<file path="config.mk">
export PLATFORM = sky130hd
export DESIGN_NAME = param_scan_counter_flat
export DESIGN_NICKNAME = d
export VERILOG_FILES = /design/src/rtl/param_scan_counter_pkg.sv /design/src/rtl/param_scan_counter_if.sv /design/src/rtl/param_scan_counter_cell.sv /design/src/rtl/param_scan_counter.sv /design/src/flat_wrapper.sv
export SDC_FILE = /design/constraint.sdc
export NUM_CORES = 1
export LEC_CHECK = 0
export BUFFER_PORTS_ARGS = -buffer_cell sky130_fd_sc_hd__clkbuf_2
export CAP_MARGIN = 0
export CORE_ASPECT_RATIO = 0.9
export CORE_MARGIN = 2
export CORE_UTILIZATION = 45
export CTS_CLUSTER_DIAMETER = 120
export DETAILED_ROUTE_END_ITERATION = 8
export GPL_TIMING_DRIVEN = 0
export PLACE_DENSITY = 0.72
export REMOVE_ABC_BUFFERS = 1
export SYNTH_ARGS = -nofsm -noshare
export SYNTH_HDL_FRONTEND = slang
export SYNTH_SLANG_ARGS = --single-unit
</file>
<file path="constraint.sdc">
create_clock -name clk -period 2.6 [get_ports clk]
set_input_delay 0.52 -clock clk [delete_from_list [all_inputs] [get_ports clk]]
set_output_delay 0.52 -clock clk [all_outputs]
set_load 0.01 [all_outputs]
</file>
<file path="src/rtl/param_scan_counter_pkg.sv">
// Shared types and helpers for the param_scan_counter slice: per-edge
// priority mode and scan chain geometry.
package param_scan_counter_pkg;

  // Per-edge operating mode, listed in priority order.
  typedef enum logic [1:0] {
    MODE_SHIFT = 2'd0,
    MODE_LOAD  = 2'd1,
    MODE_COUNT = 2'd2,
    MODE_HOLD  = 2'd3
  } mode_e;

  // Number of counter bits carried by each scan chain (the last chain also
  // carries the wrap flop on top of this).
  function automatic int chain_len(input int width, input int num_chains);
    return width / num_chains;
  endfunction

endpackage

</file>
<file path="src/rtl/param_scan_counter_if.sv">
// Control, scan and result signals of param_scan_counter bundled as one
// interface; master drives stimulus, slave is the counter.
interface param_scan_counter_if #(
  parameter int WIDTH      = 8,
  parameter int NUM_CHAINS = 2
);

  logic                  scan_en;
  logic [NUM_CHAINS-1:0] scan_in;
  logic [NUM_CHAINS-1:0] scan_out;
  logic                  en;
  logic                  up_dn;
  logic                  load;
  logic [WIDTH-1:0]      load_val;
  logic [WIDTH-1:0]      q;
  logic                  tc;
  logic                  wrap;

  modport master (
    output scan_en, scan_in, en, up_dn, load, load_val,
    input  scan_out, q, tc, wrap
  );

  modport slave (
    input  scan_en, scan_in, en, up_dn, load, load_val,
    output scan_out, q, tc, wrap
  );

endinterface

</file>
<file path="src/rtl/param_scan_counter_cell.sv">
// scan_cell_n: one mux-D scan flop with asynchronous active-low reset to a
// per-instance reset value.
module scan_cell_n #(
  parameter logic RST_VAL = 1'b0
) (
  input  logic clk,
  input  logic rst_n,
  input  logic scan_en,
  input  logic scan_in,
  input  logic d,
  output logic q
);

  logic d_mux_s;

  // Scan mux: shift path wins over the functional next state.
  always_comb begin
    d_mux_s = d;
    if (scan_en) begin
      d_mux_s = scan_in;
    end else begin
      d_mux_s = d;
    end
  end

  // State flop.
  always_ff @(posedge clk or negedge rst_n) begin
    if (!rst_n) begin
      q <= RST_VAL;
    end else begin
      q <= d_mux_s;
    end
  end

endmodule

</file>
<file path="src/rtl/param_scan_counter.sv">
// Parametrised up/down counter with load, terminal count and sticky wrap flag;
// all flops sit on NUM_CHAINS mux-D scan chains, the wrap flop ending the last.
// Optional build macro PARAM_SCAN_COUNTER_SATURATE_EN: saturate instead of wrap.
module param_scan_counter
  import param_scan_counter_pkg::*;
#(
  parameter int               WIDTH      = 8,
  parameter int               NUM_CHAINS = 2,
  parameter logic [WIDTH-1:0] RESET_VAL  = {WIDTH{1'b0}}
) (
  input  logic                 clk,
  input  logic                 reset,
  param_scan_counter_if.slave  bus
);

  localparam int               L   = chain_len(WIDTH, NUM_CHAINS);
  localparam logic [WIDTH-1:0] ONE = {{(WIDTH-1){1'b0}}, 1'b1};

  if (WIDTH < 2) begin : g_bad_width
    $error("param_scan_counter: WIDTH must be at least 2");
  end
  if ((WIDTH % NUM_CHAINS) != 0) begin : g_bad_chains
    $error("param_scan_counter: WIDTH must be a multiple of NUM_CHAINS");
  end

  logic [WIDTH-1:0] q_r;
  logic             wrap_r;
  logic [WIDTH-1:0] next_q_s;
  logic             next_wrap_s;
  logic [WIDTH-1:0] shift_in_s;
  mode_e            mode_s;
  logic             at_max_s;
  logic             at_min_s;
  logic             tc_s;

  assign at_max_s = &q_r;
  assign at_min_s = ~|q_r;

  // Resolve the per-edge priority: scan, then load, then count, else hold.
  always_comb begin
    mode_s = MODE_HOLD;
    if (bus.scan_en) begin
      mode_s = MODE_SHIFT;
    end else if (bus.load) begin
      mode_s = MODE_LOAD;
    end else if (bus.en) begin
      mode_s = MODE_COUNT;
    end else begin
      mode_s = MODE_HOLD;
    end
  end

  // Functional next state; shifting is handled by the scan mux in each cell.
  always_comb begin
    next_q_s    = q_r;
    next_wrap_s = wrap_r;
    case (mode_s)
      MODE_LOAD: begin
        next_q_s    = bus.load_val;
        next_wrap_s = 1'b0;
      end
      MODE_COUNT: begin
        if (bus.up_dn) begin
          if (at_max_s) begin
            next_wrap_s = 1'b1;
`ifdef PARAM_SCAN_COUNTER_SATURATE_EN
            next_q_s    = q_r;
`else
            next_q_s    = {WIDTH{1'b0}};
`endif
          end else begin
            next_q_s = q_r + ONE;
          end
        end else begin
          if (at_min_s) begin
            next_wrap_s = 1'b1;
`ifdef PARAM_SCAN_COUNTER_SATURATE_EN
            next_q_s    = q_r;
`else
            next_q_s    = {WIDTH{1'b1}};
`endif
          end else begin
            next_q_s = q_r - ONE;
          end
        end
      end
      MODE_SHIFT: begin
        next_q_s    = q_r;
        next_wrap_s = wrap_r;
      end
      MODE_HOLD: begin
        next_q_s    = q_r;
        next_wrap_s = wrap_r;
      end
      default: begin
        next_q_s    = q_r;
        next_wrap_s = wrap_r;
      end
    endcase
  end

  // Chain heads take scan_in; every other bit takes its lower neighbour.
  for (genvar i = 0; i < WIDTH; i++) begin : g_chain_in
    if ((i % L) == 0) begin : g_head
      assign shift_in_s[i] = bus.scan_in[i / L];
    end else begin : g_body
      assign shift_in_s[i] = q_r[i-1];
    end
  end

  for (genvar i = 0; i < WIDTH; i++) begin : g_q_cell
    scan_cell_n #(
      .RST_VAL (RESET_VAL[i])
    ) u_cell (
      .clk     (clk),
      .rst_n   (reset),
      .scan_en (bus.scan_en),
      .scan_in (shift_in_s[i]),
      .d       (next_q_s[i]),
      .q       (q_r[i])
    );
  end

  scan_cell_n #(
    .RST_VAL (1'b0)
  ) u_wrap_cell (
    .clk     (clk),
    .rst_n   (reset),
    .scan_en (bus.scan_en),
    .scan_in (q_r[WIDTH-1]),
    .d       (next_wrap_s),
    .q       (wrap_r)
  );

  // Chain tails; the last chain ends in the wrap flop rather than q[WIDTH-1].
  for (genvar c = 0; c < NUM_CHAINS; c++) begin : g_scan_out
    if (c == NUM_CHAINS - 1) begin : g_last
      assign bus.scan_out[c] = wrap_r;
    end else begin : g_mid
      assign bus.scan_out[c] = q_r[c*L + L - 1];
    end
  end

  assign tc_s = bus.en & ~bus.scan_en & ~bus.load & (bus.up_dn ? at_max_s : at_min_s);

  assign bus.q    = q_r;
  assign bus.wrap = wrap_r;
  assign bus.tc   = tc_s;

endmodule

</file>
<file path="src/flat_wrapper.sv">
// flat-port wrapper written by rule: the top's interface ports become plain ports
module param_scan_counter_flat import param_scan_counter_pkg::*;
#(
  parameter int               WIDTH      = 8,
  parameter int               NUM_CHAINS = 2,
  parameter logic [WIDTH-1:0] RESET_VAL  = {WIDTH{1'b0}}
)
  (clk, reset, bus_scan_en, bus_scan_in, bus_en, bus_up_dn, bus_load, bus_load_val, bus_scan_out, bus_q, bus_tc, bus_wrap);
  param_scan_counter_if #(.WIDTH(WIDTH), .NUM_CHAINS(NUM_CHAINS)) bus_i ();
  input  logic clk;
  input  logic reset;
  input wire logic [$bits(bus_i.scan_en)-1:0] bus_scan_en;
  input wire logic [$bits(bus_i.scan_in)-1:0] bus_scan_in;
  input wire logic [$bits(bus_i.en)-1:0] bus_en;
  input wire logic [$bits(bus_i.up_dn)-1:0] bus_up_dn;
  input wire logic [$bits(bus_i.load)-1:0] bus_load;
  input wire logic [$bits(bus_i.load_val)-1:0] bus_load_val;
  output wire logic [$bits(bus_i.scan_out)-1:0] bus_scan_out;
  output wire logic [$bits(bus_i.q)-1:0] bus_q;
  output wire logic [$bits(bus_i.tc)-1:0] bus_tc;
  output wire logic [$bits(bus_i.wrap)-1:0] bus_wrap;
  assign bus_i.scan_en = bus_scan_en;
  assign bus_i.scan_in = bus_scan_in;
  assign bus_i.en = bus_en;
  assign bus_i.up_dn = bus_up_dn;
  assign bus_i.load = bus_load;
  assign bus_i.load_val = bus_load_val;
  assign bus_scan_out = bus_i.scan_out;
  assign bus_q = bus_i.q;
  assign bus_tc = bus_i.tc;
  assign bus_wrap = bus_i.wrap;
  param_scan_counter #(.WIDTH(WIDTH), .NUM_CHAINS(NUM_CHAINS), .RESET_VAL(RESET_VAL)) u_core (.clk(clk), .reset(reset), .bus(bus_i));
endmodule
</file>
# Word level (Yosys, flattened, before mapping)

Cells that the tools add are included.

$add $sub $neg: 2
Multiply operators: 0
Divide/modulo/power cells: 0
Order comparisons: 0
Equal/unequal tests: 6
Shift operators: 0
Multiplexer cells: 21
Bitwise logic cells: 5
Reductions and logical operators: 6

Operators with widths:

| kind                                                                     | number |
|---|---|
| 8-bit two-way mux                                                        | 3 |
| 8-bit case mux with 2 select lines                                       | 1 |
| 1-bit two-way mux                                                        | 14 |
| 8-bit by 1-bit adder with 8-bit output (second input constant)           | 1 |
| 8-bit AND reduction                                                      | 1 |
| 8-bit OR reduction                                                       | 1 |
| 8-bit by 1-bit subtractor with 8-bit output (second input constant)      | 1 |
| 2-bit == test (second input constant)                                    | 2 |
| 2-bit two-way mux                                                        | 2 |
| 4-bit by 3-bit inequality test with 1-bit output (second input constant) | 1 |
| 4-bit inequality test (second input constant)                            | 1 |
| 1-bit bitwise AND                                                        | 3 |
| 3-bit AND reduction                                                      | 1 |
| 2-bit by 1-bit == test with 1-bit output (second input constant)         | 1 |
| 2-bit logical NOT                                                        | 1 |
| 2-bit by 1-bit inequality test with 1-bit output (second input constant) | 1 |
| 1-bit NOT                                                                | 2 |
| 1-bit case mux with 2 select lines                                       | 1 |
| 2-bit OR reduction                                                       | 1 |
| 1-bit logical NOT                                                        | 1 |

Bits in registers: 9
Latch bits: 0
RAM bits: 0
Memory bits (read-only): 0
Input port bits: 16
Memories kept: 0

# Longest topological paths before layout

Word-level depth: 7
Depth in mapped cells: 8
Gate-level depth less buffers: 7

# By module

A second synthesis with hierarchy kept.

Cell total of the unflattened synthesis: 128
Area total of the unflattened synthesis: 1029.7 µm²

Modules (own cells, without submodules):

| module             | times used | cells each | area each (µm²) | sequential area each (µm²) |
|---|---|---|---|---|
| param_scan_counter | 1          | 110        | 669.4           | 0.0 |
| scan_cell_n        | 9          | 2          | 40.0            | 25.0 |

# Worst setup path before layout

Ideal clock, no wire load.

Path type: register to output
Start point: reg u_core.g_q_cell[0].u_cell.q
End point: out bus_tc
Arrival: 1.655 ns
Setup slack: 0.425 ns
Cell stages (with the launch flop): 7
Path buffers: 1
Path through: dfrtp_1 -> clkbuf_1 -> inv_1 -> ha_1 -> or4b_4 -> nor3_1 -> o211a_1

Longest elaborated chain between the ends: 4
Elaborated cells on any way between the ends: 5
Those cells by class: 1 x mux; 1 x bitwise; 3 x reduce/logical

RTL lines:

| what                     | RTL line                      | text |
|---|---|---|
| start: declaration       | param_scan_counter_cell.sv:11 | `output logic q` |
| start signal: assignment | param_scan_counter_cell.sv:31 | `q <= d_mux_s;` |
| 8-bit OR reduction       | param_scan_counter.sv:37      | `assign at_min_s = ~\|q_r;` |
| 1-bit logical NOT        | param_scan_counter.sv:37      |  |
| 1-bit two-way mux (*)    | param_scan_counter.sv:144     | `assign tc_s = bus.en & ~bus.scan_en & ~bus.load & (bus.up_dn ? at_max_s : at_min_s);` |
| 1-bit bitwise AND (*)    | param_scan_counter.sv:144     |  |
| end: declaration         | flat_wrapper.sv:20            | `output wire logic [$bits(bus_i.tc)-1:0] bus_tc;` |

Mark *: on every way between the ends. The rest lies on a longest branch, timed or not.

# Worst setup path in the final report

Start point: in bus_scan_en
End point: reg u_core.g_q_cell[4].u_cell.q

Longest elaborated chain between the ends: 4
Elaborated cells on any way between the ends: 9
Those cells by class: 4 x eq/ne; 3 x mux; 2 x reduce/logical

RTL lines:

| what                                                                                         | RTL line                      | text |
|---|---|---|
| start: declaration                                                                           | flat_wrapper.sv:12            | `input wire logic [$bits(bus_i.scan_en)-1:0] bus_scan_en;` |
| 2-bit two-way mux                                                                            | param_scan_counter.sv:42      | `if (bus.scan_en) begin` |
| 2-bit == test (tied with other cells)                                                        | param_scan_counter.sv:57      | `case (mode_s)` |
| 8-bit case mux with 2 select lines / 2-bit OR reduction (equally long branches)              | -                             |  |
| 1-bit two-way mux / 2-bit by 1-bit inequality test with 1-bit output (equally long branches) | -                             |  |
| end signal: assignment                                                                       | param_scan_counter_cell.sv:31 |  |
| end: declaration                                                                             | param_scan_counter_cell.sv:11 |  |

Parallel ways exist; a longest one is shown, timed or not.
A chain may end at the register's enable or synchronous reset.

==> qor.csv <==
stage;metric;value;unit
status;status;completed;
final_layout;diodes;0;
clocking;path_clk_slew;70;ps
critical_path;rr_worst_depth;6;
global_route;grt_max_degree;26;
synthesis;async_flop_share;100.0;%
sta;setup_viol;0;
critical_path;r2r-end;u_core.g_q_cell[6].u_cell.q;
clocking;root_buffer;clkbuf_4;
synthesis;synth_commonest_cells;clkbuf_1 (11), buf_4 (10), o21ai_0 (10);
routing;top_layer;met4;
power;p_leak;0.5049;nW
synthesis;synthAdderAreaFrac;4.619;%
global_route;global_route.overflow_total;0;
routing;drtAntennaViolNets;0;
worst_hold_path;holdCritPathClass;in2async;
global_route;grt_first_pass_wirelength;4.726;mm
run;maxCapViolations;0;
placement;port_buffers;27;
routing;vias;1143;
clocking;holdBufCountCts;0;
global_route;grt_usage;21.34;%
critical_path;start_kind;input pin;
synthesis;yosys.area_share.xor_xnor;4.850;%
final_layout;multi_input_area;701.9;sq um
synthesis;yosys.area.top_type;dfrtp_1;
synthesis;syn_inst;145;
sta;hold_viol_final;0;
floorplanning;floorplan.initialDensity;48.76;%
routing;dr.pass1.iters;4;
power;p_total;0.0006125;W
synthesis;yosysWarnings;0;
sta;hold_slack;108.7;ps
sta;skew;1.824;ps
floorplanning;placementRows;16;
routing;drtIter0Drc;36;
critical_path;cp-end-kind;flip-flop;
floorplanning;die_y;50.55;um
synthesis;syn_area_per_cell;7.473;sq um
floorplanning;core_region_area;2222;sq um
global_route;antenna_found_initial;0;
critical_path;cpMaxStageDelayCell;ha_1;
floorplanning;die_w;55.73;um
critical_path;reg2reg_from;u_core.g_q_cell[0].u_cell.q;
power;ir_drop;0.2576;mV
critical_path;crit_fanout;25;
synthesis;post_synth_num_cell_types;43;
global_route;grt_pass1_vias;995;
clocking;numCtsBuffers;3;
routing;wl_met1;1.300;mm
final_layout;syn2layout_area_growth;9.238;%
critical_path;worstPathArrival;2700;ps
synthesis;synth_top_area_share;20.79;%
critical_path;critPathRequiredTime;2810;ps
routing;met2_length;1.332;mm
placement;hpwl;1.940;mm
synthesis;synth_top_family_by_area;compound AO/OA/AOI/OAI gates;
floorplanning;io_pins;28;
synthesis;synth-compound-area-share;33.26;%
clocking;htree_levels;1;
synthesis;synth_edf_count;0;
final_layout;fill_cells;220;
final_layout;final_layout_size_suffix_gt1_share;25.64;%
synthesis;synth-seq-cells;9;
synthesis;seq_area_frac_synth;20.79;%
routing;wl_per_cell;15.74;um
critical_path;crit_path_max_incr_delay;530;ps
routing;drt_wl_total;2.880;mm
synthesis;syn_area;1084;sq um
floorplanning;dieArea;2817;sq um
sta;maxSlewViolCount;0;
clocking;clock-sinks;9;
sta;slew_headroom;68.12;%
routing;wl_met3;238;um
synthesis;muxShareOfSynthArea;0;%
final_layout;seq_area;229.0;sq um
routing;drc;0;
sta;period_needed;2490;ps
synthesis;synth.area.top_cells;dfrtp_1 (21%), buf_4 (6.9%), ha_1 (4.6%);
routing;viasPerCell;6.246;
synthesis;synth-simple-area-share;21.02;%
synthesis;synthFlopType;dfrtp_1;
final_layout;nNetsFinal;177;
synthesis;synth.most_common_cell;clkbuf_1;
clocking;cts_tree;done;
critical_path;crit_type;in2reg;
critical_path;path_cells;clkbuf_2 > a21o_1 > ha_1 > nor2b_1 > a211oi_1 > a311oi_1 > a22o_1;
clocking;insertion_delay;270;ps
sta;worstMarginPinSlew;478.2;ps
power;p_per_area;517.5;nW/um^2
sta;fmax;0.4016;GHz
clocking;clk_path_buf_depth;2;
placement;place_congestion;0.8768;
sta;final.period_utilization;95.77;%
critical_path;r2r_setup_slack;540;ps
-- routing by layer --
| metal | vias up | global-route usage [%] |
|---|---|---|
| met2 | 50 | 33.73 |
| li1 | 550 | - |
| met5 | - | 0 |
| met1 | 541 | 29.32 |
| met3 | 2 | 6.701 |
| met4 | 0 | 2.846 |
-- what timing repair did --
action,CTS,global route
pin swaps,0,0
resized for setup,2,3
endpoints found under the setup margin,1,1
setup buffers,0,4
-- stage by stage --
step	instances	cell area (sq um)	setup WS, ps	setup TNS (ps)	util (%)
after CTS	179	1144	5.748	0	51.46
final	183	1184	110.0	0	53.27
after detailed placement	175	1115	-113.3	-113.3	50.17
after global routing	183	1184	-11.61	-11.61	53.27
after floorplan	121	945.9	467.9	0	-
after global placement	175	1115	-37.37	-37.37	50.17
-- layout by cell type, fill, tap and decap left out, drive strengths merged, types with 4 or more instances in the layout --
cell type / n
clkbuf: 32
a21oi: 8
or3: 4
ha: 4
o21ai: 10
nor2: 6
a31oi: 4
nand3: 4
nand2: 9
inv: 8
dfrtp: 9
nor3: 6
a221oi: 4
-- sequential cells by signal, indices dropped and copies added, names as in the netlist --
| name | cells |
|---|---|
| u_core.g_q_cell.u_cell.q | 8 |
| u_core.u_wrap_cell.q | 1 |
-- where the power goes --
part	internal, W	switching, W	leakage, nW	total (W)
sequential	0.000164	0.0000673	0.104	0.000231
clock	0.0000595	0.0000555	0.0150	0.000115
combinational	0.000121	0.000145	0.386	0.000266
-- cell families (layout without fill, tap and decap cells) --
family | after synthesis | after routing
fa+ha+maj | 4 | 4
simple gates | 42 | 42
compound gates | 52 | 52
xor+xnor | 6 | 6
flops | 9 | 9
buf+inv | 32 | 43
-- worst max-delay path, delay by kind of cell --
kind / cells / cell delay, ps
AND/OR/NAND/NOR: 1 / 410
buffers and inverters: 1 / 290
AO/OA/AOI/OAI: 4 / 930
adder cells (fa/ha/maj): 1 / 530
-- worst max-delay path by stage --
stage	slack [ps]	startpoint	endpoint	cells past startpoint
final	110	bus_scan_en	u_core.g_q_cell[4].u_cell.q	7
after global placement	-40	bus_scan_en	u_core.g_q_cell[4].u_cell.q	7
after CTS	6	u_core.g_q_cell[0].u_cell.q	bus_tc	6
after detailed placement	-110	bus_scan_en	u_core.g_q_cell[4].u_cell.q	7
after floorplan	470	u_core.g_q_cell[0].u_cell.q	bus_tc	5
after global routing	-10	bus_scan_en	u_core.g_q_cell[4].u_cell.q	7
-- cell type report --
class	instances	share of cell area (%)
Sequential cell	9	19.34
Timing Repair Buffer	31	13.74
Tap cell	27	2.854
Multi-Input combinational cell	104	59.30
Clock buffer	4	2.220
Inverter	8	2.537
(Power assumes the default switching activity.)
